===== src/rtl/sys_defs.sv =====
// Shared system types: address width, bus commands and the write-back buffer entry.
package sys_defs;

  localparam int SASS_ADDR_W = 32;
  typedef logic [SASS_ADDR_W-1:0] SASS_ADDR;

  typedef enum logic [1:0] {
    BUS_NONE  = 2'h0,
    BUS_LOAD  = 2'h1,
    BUS_STORE = 2'h2
  } BUS_COMMAND;

  typedef struct packed {
    logic        valid;
    SASS_ADDR    addr;
    logic [63:0] data;
  } WB_ENTRY_t;

  typedef enum logic {
    WB_IDLE = 1'b0,
    WB_SEND = 1'b1
  } wb_state_t;

endpackage


===== src/rtl/dcache_wb_buffer.sv =====
// Dirty-victim write-back FIFO with coalescing; drains oldest-first as BUS_STORE when granted.
// WB_FWD_EN adds a combinational load-forwarding lookup over all valid entries.
module dcache_wb_buffer
  import sys_defs::*;
#(
  parameter int WB_DEPTH = 4
) (
  input  logic                      clock,
  input  logic                      reset,
  input  logic                      evict_en,
  input  SASS_ADDR                  evict_addr,
  input  logic [63:0]               evict_data,
  output logic                      evict_ready,
  input  logic                      mem_grant,
  input  logic [3:0]                mem2proc_response,
  output logic [1:0]                proc2mem_command,
  output logic [63:0]               proc2mem_addr,
  output logic [63:0]               proc2mem_data,
  input  SASS_ADDR                  search_addr,
  output logic                      search_hit,
  output logic [63:0]               search_data,
  output logic [$clog2(WB_DEPTH):0] wb_count,
  output logic                      wb_empty
);

  localparam int PTR_W = $clog2(WB_DEPTH);
  localparam int CNT_W = PTR_W + 1;

  wb_state_t  state;
  logic [PTR_W-1:0] head, tail;
  WB_ENTRY_t  entries [WB_DEPTH];

  logic             sending, pop, push, coalesce, coal_hit;
  logic [PTR_W-1:0] coal_idx;

  assign evict_ready = (wb_count < CNT_W'(WB_DEPTH));
  assign wb_empty    = (wb_count == '0);
  assign sending     = (state == WB_SEND) && mem_grant;
  assign pop         = sending && (mem2proc_response != 4'h0);

  // The head being popped this cycle is excluded so a re-eviction of the
  // same line gets a fresh tail entry instead of being lost with the head.
  always_comb begin
    coal_hit = 1'b0;
    coal_idx = '0;
    for (int i = 0; i < WB_DEPTH; i++) begin
      if (!coal_hit && entries[i].valid && (entries[i].addr == evict_addr) &&
          !(pop && (PTR_W'(i) == head))) begin
        coal_hit = 1'b1;
        coal_idx = PTR_W'(i);
      end
    end
  end

  assign coalesce = evict_en && coal_hit;
  assign push     = evict_en && !coal_hit && evict_ready;

  always_comb begin
    proc2mem_command = BUS_NONE;
    proc2mem_addr    = 64'h0;
    proc2mem_data    = 64'h0;
    if (sending) begin
      proc2mem_command = BUS_STORE;
      proc2mem_addr    = 64'(entries[head].addr);
      proc2mem_data    = entries[head].data;
    end
  end

  always_ff @(posedge clock or posedge reset) begin
    if (reset) begin
      state    <= WB_IDLE;
      head     <= '0;
      tail     <= '0;
      wb_count <= '0;
      for (int i = 0; i < WB_DEPTH; i++) entries[i] <= '0;
    end else begin
      if (coalesce) entries[coal_idx].data <= evict_data;
      if (pop) begin
        entries[head].valid <= 1'b0;
        head                <= head + PTR_W'(1);
      end
      if (push) begin
        entries[tail] <= '{valid: 1'b1, addr: evict_addr, data: evict_data};
        tail          <= tail + PTR_W'(1);
      end
      case ({push, pop})
        2'b10:   wb_count <= wb_count + CNT_W'(1);
        2'b01:   wb_count <= wb_count - CNT_W'(1);
        default: wb_count <= wb_count;
      endcase
      case (state)
        WB_IDLE: if (!wb_empty) state <= WB_SEND;
        WB_SEND: if (pop && (wb_count == CNT_W'(1)) && !push) state <= WB_IDLE;
        default: state <= WB_IDLE;
      endcase
    end
  end

`ifdef WB_FWD_EN
  // A coalesce landing this cycle is only seen after the clock edge.
  always_comb begin
    search_hit  = 1'b0;
    search_data = 64'h0;
    for (int i = 0; i < WB_DEPTH; i++) begin
      if (entries[i].valid && (entries[i].addr == search_addr)) begin
        search_hit  = 1'b1;
        search_data = entries[i].data;
      end
    end
  end
`else
  logic unused_search;
  assign unused_search = ^search_addr;
  assign search_hit    = 1'b0;
  assign search_data   = 64'h0;
`endif

endmodule


===== config.mk =====
export PLATFORM = sky130hd
export DESIGN_NAME = dcache_wb_buffer
export DESIGN_NICKNAME = d
export VERILOG_FILES = /design/src/rtl/sys_defs.sv /design/src/rtl/dcache_wb_buffer.sv
export SDC_FILE = /design/constraint.sdc
export NUM_CORES = 1
export LEC_CHECK = 0
export ABC_CLOCK_PERIOD_IN_PS = 22400
export CORE_UTILIZATION = 64
export CTS_BUF_LIST = sky130_fd_sc_hd__clkbuf_16
export DETAILED_ROUTE_END_ITERATION = 8
export DONT_BUFFER_PORTS = 1
export HOLD_SLACK_MARGIN = 0.1
export PLACE_DENSITY = 0.83
export SKIP_LAST_GASP = 1
export SLEW_MARGIN = 30
export SYNTH_ARGS = -nofsm -noshare
export SYNTH_HDL_FRONTEND = slang
export SYNTH_SLANG_ARGS = --single-unit

===== constraint.sdc =====
create_clock -name clock -period 22.4 [get_ports clock]
set_input_delay 6.72 -clock clock [delete_from_list [all_inputs] [get_ports clock]]
set_output_delay 6.72 -clock clock [all_outputs]
set_load 0.005 [all_outputs]

==> flow_metrics.py, run 1 <==
metrics = {
    "flow_run": {
        "timing.max_cap.violations": 0,
    },
    "global_routing": {
        "gr-usage-all-layers": 0.2694,
        "busiest_layer": "met2",
        "met2_track_utilization_from_global_routing": 0.4491,
        "antenna_found_initial": 0,
        "grt_first_pass_wirelength_mm": 67.50,
        "grt.met1_usage": 0.3466,
        "first_global_vias": 11712,
        "pin_count_of_the_biggest_net_entering_global_routing": 115,
        "grt-ovfl-total": 0,
        "grt_util_met3": 0.06710,
    },
    "worst_setup_path": {
        "total_buffers_and_inverters_traversed_by_the_critical_path": 1,
        "reg2reg_from": "head[0]",
        "timing.critical_path.to_type": "primary output",
        "cells_on_worst_reg2reg_path": 10,
        "cp.required_ns": 15.68,
        "critical-path-max-stage-delay_ns": 0.62,
        "worst_setup_path_start_kind": "input port",
        "worst_ep_arrival_time_ns": 8.06,
        "cp_max_fo": 53,
        "worst_path_dominant_cell_family": "simple AND/OR/NAND/NOR gates",
        "r2r_slack_ns": 16.71,
        "critical_path_cell_sequence": "and2_2 -> buf_4 -> and2_1",
        "worstSetupPathType": "input port to primary output",
        "worst_path_max_delay_cell": "sky130_fd_sc_hd__and2_2",
        "r2r_end": "entries[353]",
    },
    "die": {
        "placement_rows": 65,
        "floorplan.initialDensity": 0.6487,
        "dieWidth_um": 180.6,
        "die-area_sq_um": 32620,
        "io_pins": 336,
        "dieHeight_um": 180.6,
        "design.core.area_sq_um": 31470,
    },
    "synthesis": {
        "postSynthCellCount": 1437,
        "synth_seq_cells": 396,
        "synth_edf_count": 0,
        "synthDistinctLibCells": 44,
        "synth_top_cells_by_area": "sky130_fd_sc_hd__dfrtp_1 49%, sky130_fd_sc_hd__mux2_2 16%, sky130_fd_sc_hd__mux4_2 11%, sky130_fd_sc_hd__mux2_1 5.7%, sky130_fd_sc_hd__buf_4 4.7%",
        "synth_top_cell_by_area": "sky130_fd_sc_hd__dfrtp_1",
        "post_synth_instance_area_sq_um": 20420,
        "yosysSeqAreaShare": 0.4854,
        "syn_area_per_cell_sq_um": 14.21,
        "synth_top_area_frac": 0.4854,
        "ys_async_sr_fraction": 1.000,
        "postSynth.topFlopCell": "sky130_fd_sc_hd__dfrtp_1",
        "ys.warnings.count": 0,
    },
    "drt": {
        "drt_first_pass_iters": 5,
        "post_drt_wl_per_cell_um": 23.60,
        "via_count": 11111,
        "detail-route-antenna-nets": 0,
        "drt_iter0_markers": 587,
        "route.detailed.vias_per_inst": 6.115,
        "route.detailed.drc": 0,
        "postRouteWirelength_mm": 42.88,
    },
    "clocking": {
        "hold_buffers": 0,
        "postCtsResizedCells": 0,
        "post-cts-setup-buffer-count": 0,
        "clock_insertion_delay_worst_skew_ns": 0.53,
        "root_buffer": "sky130_fd_sc_hd__clkbuf_16",
        "number_of_h_tree_levels": 2,
        "numClockSinks": 396,
        "clk_transition_reported_paths_ns": 0.06,
        "tritoncts.num_buffers": 41,
        "tritoncts": "yes",
        "max-clock-path-buffers": 3,
    },
    "timing": {
        "clock-skew-final_ns": 0.02356,
        "total_negative_slack_ns": 0,
        "clock.fmax_mhz": 67.64,
        "setup_repair_after_global_routing_missed_its_margin": "no",
        "slew-limit-headroom": 0.4041,
        "final_max_slew_viol_count": 0,
        "layout_min_cycle_time_ns": 14.78,
        "layout_worst_path_cycle_share": 0.6600,
        "tightest_slew_ns": 0.8908,
        "setup_viol": 0,
        "finalHoldViolCount": 0,
    },
    "layout": {
        "most-common-layout-cells": "394 x sky130_fd_sc_hd__dfrtp_1, 282 x sky130_fd_sc_hd__mux2_2, 103 x sky130_fd_sc_hd__mux2_1",
        "num_antenna_cells": 0,
        "multi_input_comb_area_sq_um": 9530,
        "filler_cell_count": 2129,
        "flow.area_growth_from_synthesis_pct": 4.682,
        "layout.cells.most_common": "sky130_fd_sc_hd__dfrtp_1",
        "nets": 1538,
        "layout.area.seq_sq_um": 9917,
        "final_cell_count_no_fill": 1817,
        "share_of_layout_cells_above_drive_strength_1": 0.3272,
    },
    "place": {
        "port_buffers": 0,
        "gp_congestion": 0.8950,
        "dp_cells": 1748,
        "hpwlAfterDp_mm": 28.70,
    },
    "hold_path": {
        "worstHoldPathCells": 1,
        "worstHoldPathType": "flip-flop to flip-flop",
        "hold_end": "entries[41]",
        "min_from": "entries[41]",
    },
    "pwr": {
        "vdd_ir_drop_max_v": 0.00008373,
        "leakage_power_summed_over_all_cells_nw": 9.111,
        "power_density_nw_per_um2": 148.5,
    },
    "run_status": {
        "run_status": "completed",
    },
}
sequential cells by signal (all words and copies together) (netlist names):
name      count
tail          2
wb_count      3
entries     388
head          2
state         1
how the worst max path moves through the flow:
stage | start | cells after the start | slack [ns] | endpoint
3_3_place_gp | mem_grant | 3 | 7.65 | proc2mem_data[54]
6_report | mem_grant | 3 | 7.62 | proc2mem_addr[10]
2_1_floorplan | reset | 1 | 4.67 | entries[0]
4_1_cts | mem_grant | 3 | 7.55 | proc2mem_addr[10]
5_1_grt | mem_grant | 3 | 7.46 | proc2mem_addr[10]
3_5_place_dp | mem_grant | 3 | 7.55 | proc2mem_addr[10]
final cells by class:
| cell class | count | share of cell area |
|---|---|---|
| Sequential cell | 396 | 0.4640 |
| Tap cell | 402 | 0.02353 |
| Timing Repair Buffer | 15 | 0.006381 |
| Clock buffer | 43 | 0.05035 |
| Multi-Input combinational cell | 925 | 0.4459 |
| Clock inverter | 26 | 0.007727 |
| Inverter | 10 | 0.002107 |
power breakdown:
part,switching (mW),leakage [nW],total (mW),internal [mW]
Clock,0.270,0.640,0.637,0.367
Sequential,0.261,4.75,1.34,1.08
Combinational,0.494,3.72,1.19,0.700
Total,1.03,9.11,3.17,2.15
synthesized netlist by cell type, types with 2 or more instances:
library cell and n:
sky130_fd_sc_hd__nor2_1 3, sky130_fd_sc_hd__nor2b_1 2, sky130_fd_sc_hd__nand2_1 14, sky130_fd_sc_hd__nand3_1 5
sky130_fd_sc_hd__nand3_2 2, sky130_fd_sc_hd__nor3_4 2, sky130_fd_sc_hd__nor3_1 3, sky130_fd_sc_hd__inv_1 9
sky130_fd_sc_hd__xnor2_1 41, sky130_fd_sc_hd__nor4_1 33, sky130_fd_sc_hd__mux4_2 96, sky130_fd_sc_hd__buf_6 7
sky130_fd_sc_hd__nand4_1 14, sky130_fd_sc_hd__mux2_2 282, sky130_fd_sc_hd__or4_1 2, sky130_fd_sc_hd__buf_2 35
sky130_fd_sc_hd__dfrtp_1 396, sky130_fd_sc_hd__mux2_1 103, sky130_fd_sc_hd__nand4b_1 2, sky130_fd_sc_hd__and2_1 97
sky130_fd_sc_hd__o21ai_0 5, sky130_fd_sc_hd__ha_1 13, sky130_fd_sc_hd__buf_4 128, sky130_fd_sc_hd__buf_1 11
sky130_fd_sc_hd__xor2_1 92, sky130_fd_sc_hd__clkbuf_1 22
routing by layer:
layer / wire, um / share of wire / vias to the layer above
li1: - / - / 4836
met1: 16840 / 0.39 / 5835
met2: 21680 / 0.51 / 366
met3: 3126 / 0.073 / 74
met4: 1224 / 0.029 / 0
met5: 0 / 0 / -
stage by stage:
step                      setup slack, ns  utilization  area, sq um  total power, mW  hold WS (ns)
after detailed placement            7.554       0.6395        20130            2.553        0.4691
after global routing                7.456       0.6791        21370            3.348        0.4945
after floorplan                     4.669            -        20780            2.264        0.4368
after global placement              7.654       0.6382        20090            2.485        0.4613
after CTS                           7.554       0.6790        21370            3.197        0.4825
final                               7.617       0.6791        21370            3.173        0.4790
cell families (layout without fill, tap and decap cells):
| family | Yosys count | in the layout | synth area share |
|---|---|---|---|
| buf+inv | 213 | 94 | 0.06741 |
| mux | 482 | 482 | 0.3187 |
| compound gates | 12 | 12 | 0.005394 |
| xor+xnor | 133 | 133 | 0.05705 |
| other cells | 1 | 98 | 0.0001837 |
| flops | 396 | 396 | 0.4854 |
| fa+ha+maj | 13 | 13 | 0.007967 |
| simple gates | 187 | 187 | 0.05791 |
(Power assumes the default switching activity.)
==> inputs of run 2 (changes only) <==
- ABC_CLOCK_PERIOD_IN_PS: 22400 -> 11900
- CORE_UTILIZATION: 64 -> 58
- PLACE_DENSITY: 0.83 -> 0.79
- clock period: 22.4 -> 11.9 ns (I/O delays scaled with it)
==> flow_metrics.py, run 2 (synthesis results as in run 1) <==
metrics = {
    "run_status": {
        "run_status": "completed",
    },
    "pwr": {
        "power_density_nw_per_um2": 282.6,
        "leakage_power_summed_over_all_cells_nw": 9.229,
        "vdd_ir_drop_max_v": 0.0001746,
        "total_power_mw": 6.127,
    },
    "drt": {
        "top_metal_used": "met4",
        "routed_length_on_met1_mm": 18.46,
        "route.detailed.vias_per_inst": 5.892,
        "drt_iter0_markers": 554,
        "drt_first_pass_iters": 4,
        "postRouteWirelength_mm": 43.62,
        "met2WireLength_mm": 21.65,
        "detail-route-antenna-nets": 0,
        "detailroute.wirelength.met3_mm": 2.458,
        "route.detailed.drc": 0,
        "via_count": 11088,
        "post_drt_wl_per_cell_um": 23.18,
    },
    "timing": {
        "total_negative_slack_ns": 0,
        "clock-skew-final_ns": 0.01284,
        "layout_min_cycle_time_ns": 8.607,
        "slew-limit-headroom": 0.4232,
        "setup_viol": 0,
        "finalHoldViolCount": 0,
        "final_max_slew_viol_count": 0,
        "clock.fmax_mhz": 116.2,
        "tightest_slew_ns": 0.8652,
        "fin_hold_ws_ns": 0.4790,
        "layout_worst_path_cycle_share": 0.7233,
        "setup_repair_after_global_routing_missed_its_margin": "no",
    },
    "layout": {
        "reg.largest.list": "entries x388, wb_count x3",
        "filler_cell_count": 2544,
        "layout.cells.most_common": "sky130_fd_sc_hd__dfrtp_1",
        "num_antenna_cells": 0,
        "share_of_layout_cells_above_drive_strength_1": 0.3301,
        "most-common-layout-cells": "394 x sky130_fd_sc_hd__dfrtp_1, 282 x sky130_fd_sc_hd__mux2_2, 103 x sky130_fd_sc_hd__mux2_1",
        "multi_input_comb_area_sq_um": 9530,
        "nets": 1541,
        "layout.area.seq_sq_um": 9917,
        "flow.area_growth_from_synthesis_pct": 6.208,
        "number_of_flip_flops_in_the_largest_register": 388,
        "max_flop_register": "entries",
    },
    "clocking": {
        "clock_insertion_delay_worst_skew_ns": 0.57,
        "post-cts-setup-buffer-count": 0,
        "clk_transition_reported_paths_ns": 0.06,
        "max-clock-path-buffers": 3,
        "postCtsResizedCells": 0,
        "hold_buffers": 0,
        "numClockSinks": 396,
        "tritoncts.num_buffers": 43,
        "number_of_h_tree_levels": 2,
        "root_buffer": "sky130_fd_sc_hd__clkbuf_16",
        "tritoncts": "yes",
    },
    "die": {
        "io_pins": 336,
        "dieWidth_um": 189.6,
        "dieHeight_um": 189.6,
        "placement_rows": 68,
        "design.core.area_sq_um": 34630,
        "die-area_sq_um": 35960,
        "floorplan.initialDensity": 0.5896,
    },
    "global_routing": {
        "antenna_found_initial": 0,
        "gr-usage-all-layers": 0.2477,
        "first_global_vias": 11613,
        "grt_first_pass_wirelength_mm": 67.83,
        "grt-ovfl-total": 0,
        "pin_count_of_the_biggest_net_entering_global_routing": 181,
    },
    "hold_path": {
        "worstHoldPathType": "flip-flop to flip-flop",
    },
    "worst_setup_path": {
        "cp_max_fo": 51,
        "worst_setup_path_start_kind": "input port",
        "worst_ep_arrival_time_ns": 5.04,
        "timing.critical_path.to_type": "primary output",
        "critical-path-max-stage-delay_ns": 0.68,
        "worstSetupPathType": "input port to primary output",
        "critical_path_cell_sequence": "and2_2 -> buf_4 -> and2_1",
        "cp.required_ns": 8.33,
        "worst_path_max_delay_cell": "sky130_fd_sc_hd__and2_2",
    },
    "place": {
        "hpwlAfterDp_mm": 28.45,
        "gp_congestion": 0.8463,
        "port_buffers": 0,
    },
    "flow_run": {
        "timing.max_cap.violations": 0,
    },
}
==> run 2: changes by cell type in the layout (fill, tap and decap cells not counted) <==
cell,before,now
sky130_fd_sc_hd__clkinvlp_4,0,1
sky130_fd_sc_hd__clkinv_8,0,1
sky130_fd_sc_hd__inv_8,1,0
sky130_fd_sc_hd__buf_4,11,7
sky130_fd_sc_hd__buf_16,0,1
sky130_fd_sc_hd__buf_6,3,5
sky130_fd_sc_hd__clkbuf_16,43,44
sky130_fd_sc_hd__buf_12,1,3
sky130_fd_sc_hd__bufinv_16,2,6
sky130_fd_sc_hd__inv_1,14,17
sky130_fd_sc_hd__inv_6,1,3
sky130_fd_sc_hd__clkinv_2,8,7
sky130_fd_sc_hd__clkinv_1,10,11
==> run 2: path summary, 6_finish.rpt <==
path                                   from                 to  slack (ns)  cells past startpoint
min in group asynchronous             reset         entries[7]        2.80                      1
worst max-delay path              mem_grant  proc2mem_addr[31]        3.29                      3
max in group asynchronous             reset       entries[238]        7.37                      3
worst max register to register      head[0]        entries[89]        6.56                     11
worst min register to register  entries[20]        entries[20]        0.48                      1
worst min-delay path            entries[20]        entries[20]        0.48                      1
==> run 2: critical path, delay by kind of cell <==
family / cells / cell delay, ns
simple gates: 2 / 0.92
buf+inv: 1 / 0.50
==> run 2: layer usage <==
metal,up-vias,GRT usage
met5,-,0
met4,0,0.07816
met1,5883,0.3274
met2,290,0.4073
met3,70,0.05663
li1,4845,-
==> run 2: stage by stage <==
step	area [sq um]	instances	setup slack (ns)	utilization
final	21680	1882	3.293	0.6262
after global routing	21680	1882	3.167	0.6262
after detailed placement	20220	1801	3.289	0.5840
after global placement	20150	1799	3.393	0.5820
after CTS	21650	1881	3.270	0.6253
after floorplan	20780	1534	3.000	-
==> run 2: cell type report <==
class                   count  share of cell area
multi-input cells         925              0.4395
well taps                 455             0.02625
clock buffers              44             0.05078
inverters                  10            0.001904
clock inverters            36             0.01518
flip-flops and latches    396              0.4573
repair buffers             16            0.009059
==> run 2: report_power, final <==
part / internal, mW / total [mW] / switching, mW
Combinational: 1.32 / 2.26 / 0.941
Sequential: 2.03 / 2.51 / 0.481
Clock: 0.803 / 1.35 / 0.549
Total: 4.16 / 6.13 / 1.97
==> inputs of run 3 (changes only) <==
- ABC_CLOCK_PERIOD_IN_PS: 11900 -> 8650
- CORE_UTILIZATION: 58 -> 64
- PLACE_DENSITY: 0.79 -> 0.83
- clock period: 11.9 -> 8.65 ns (I/O delays scaled with it)
==> flow_metrics.py, run 3 (synthesis results as in run 1) <==
metrics = {
    "timing": {
        "tightest_slew_ns": 0.9600,
        "total_negative_slack_ns": 0,
        "setup_viol": 0,
        "setup_repair_after_global_routing_missed_its_margin": "no",
        "final_max_slew_viol_count": 0,
        "clock.fmax_mhz": 149.7,
        "finalHoldViolCount": 0,
        "clock-skew-final_ns": 0.01821,
        "timing.final.ws_setup_ns": 1.971,
        "slew-limit-headroom": 0.3600,
        "layout_worst_path_cycle_share": 0.7721,
        "layout_min_cycle_time_ns": 6.679,
    },
    "drt": {
        "postRouteWirelength_mm": 43.41,
        "via_count": 11151,
        "route.detailed.vias_per_inst": 6.097,
        "detail-route-antenna-nets": 0,
        "post_drt_wl_per_cell_um": 23.73,
        "drt_iter0_markers": 581,
        "route.detailed.drc": 0,
        "drt_first_pass_iters": 7,
    },
    "global_routing": {
        "first_global_vias": 11933,
        "gr-usage-all-layers": 0.2747,
        "grt_first_pass_wirelength_mm": 69.21,
        "grt-ovfl-total": 0,
        "pin_count_of_the_biggest_net_entering_global_routing": 186,
        "antenna_found_initial": 0,
    },
    "worst_setup_path": {
        "critical_path_cell_sequence": "and2_2 -> buf_4 -> and2_1",
        "critical-path-max-stage-delay_ns": 0.70,
        "worst_setup_path_endpoint": "proc2mem_data[1]",
        "reg2reg_from": "head[1]",
        "worstSetupPathType": "input port to primary output",
        "worst_path_dominant_cell_family": "simple AND/OR/NAND/NOR gates",
        "timing.critical_path.to_type": "primary output",
        "r2r_end": "entries[266]",
        "worstSetupStartpoint": "mem_grant",
        "critical_path_cell_count": 3,
        "cp_max_fo": 52,
        "worst_setup_path_start_kind": "input port",
        "cp.required_ns": 6.06,
        "total_buffers_and_inverters_traversed_by_the_critical_path": 1,
        "worst_path_max_delay_cell": "sky130_fd_sc_hd__and2_2",
        "r2r_slack_ns": 3.78,
        "worst_ep_arrival_time_ns": 4.08,
        "cells_on_worst_reg2reg_path": 10,
    },
    "pwr": {
        "internal-power_mw": 5.586,
        "power_density_nw_per_um2": 383.6,
        "total_power_mw": 8.269,
        "share_of_total_power_in_combinational_logic": 0.372,
        "power.sequential.fraction": 0.424,
        "p_sw_mw": 2.683,
        "vdd_ir_drop_max_v": 0.0002291,
        "leakage_power_summed_over_all_cells_nw": 9.204,
        "power.switching_fraction": 0.3245,
        "clockPowerShare": 0.204,
    },
    "clocking": {
        "hold_buffers": 0,
        "root_buffer": "sky130_fd_sc_hd__clkbuf_16",
        "tritoncts.num_buffers": 42,
        "tritoncts": "yes",
        "post-cts-setup-buffer-count": 0,
        "clk_transition_reported_paths_ns": 0.06,
        "number_of_h_tree_levels": 2,
        "postCtsResizedCells": 0,
        "max-clock-path-buffers": 3,
        "clock_insertion_delay_worst_skew_ns": 0.54,
        "numClockSinks": 396,
    },
    "place": {
        "gp_congestion": 0.9143,
        "placedInstanceArea_sq_um": 20170,
        "port_buffers": 0,
        "hpwlAfterDp_mm": 28.89,
        "worst_setup_timing_slack_at_the_placement_stage_ns": 1.954,
    },
    "layout": {
        "share_of_layout_cells_above_drive_strength_1": 0.3301,
        "number_of_flip_flops_in_the_largest_register": 388,
        "stdcell_area_sq_um": 21550,
        "max_flop_register": "entries",
        "flow.area_growth_from_synthesis_pct": 5.565,
        "nets": 1543,
        "layout.cells.most_common": "sky130_fd_sc_hd__dfrtp_1",
        "post-route-util": 0.6848,
        "num_antenna_cells": 0,
        "most-common-layout-cells": "394 x sky130_fd_sc_hd__dfrtp_1, 282 x sky130_fd_sc_hd__mux2_2, 103 x sky130_fd_sc_hd__mux2_1",
        "reg.largest.list": "entries x388, wb_count x3",
    },
    "die": {
        "dieWidth_um": 180.6,
        "die-area_sq_um": 32620,
        "dieHeight_um": 180.6,
        "design.core.area_sq_um": 31470,
        "placement_rows": 65,
        "io_pins": 336,
        "floorplan.initialDensity": 0.6487,
    },
    "run_status": {
        "run_status": "completed",
    },
    "hold_path": {
        "worstHoldPathType": "flip-flop to flip-flop",
    },
    "flow_run": {
        "timing.max_cap.violations": 0,
    },
}
[run 3: cell count changes in the layout (fill, tap and decap cells not counted), sizes merged]
cell and change:
clkinv +2, bufinv -4, buf +3, clkinvlp +1
clkbuf -1, inv -1
[run 3: worst min path at each step]
stage,from,endpoint,slack (ns),depth (start not counted)
3_3_place_gp,entries[43],entries[43],0.46,1
5_1_grt,entries[29],entries[29],0.50,1
6_report,entries[44],entries[44],0.48,1
3_5_place_dp,entries[387],entries[387],0.46,2
2_1_floorplan,entries[387],entries[387],0.44,2
4_1_cts,entries[31],entries[31],0.48,1
[run 3: layout make-up]
class	count	area, sq um
Clock buffer	43	1076
Tap cell	402	503.0
Inverter	10	41.29
Fill cell	2150	9921
Sequential cell	396	9917
Timing Repair Buffer	19	264.0
Clock inverter	34	221.5
Multi-Input combinational cell	925	9530
[run 3: metal layers]
metal  up-vias  GRT usage  routed length (um)
met1      5867     0.3460               17020
met3        72    0.07417                3282
met2       362     0.4650               21840
li1       4850          -                   -
met5         -          0                   0
met4         0    0.08513                1263
[run 3: stage by stage]
step | cells | hold slack, ns
after floorplan | 1534 | 0.4368
after global placement | 1747 | 0.4611
after detailed placement | 1749 | 0.4623
after CTS | 1826 | 0.4836
after global routing | 1829 | 0.4976
final | 1829 | 0.4826
[run 3: power groups by stage]
stage	combinational [mW]	clock, mW	sequential, mW
finish	3.08	1.68	3.51
global route	3.30	1.80	3.64
CTS	3.10	1.72	3.51
detailed placement	3.08	0	3.53
global placement	2.97	0	3.45
floorplan	2.64	0	3.22
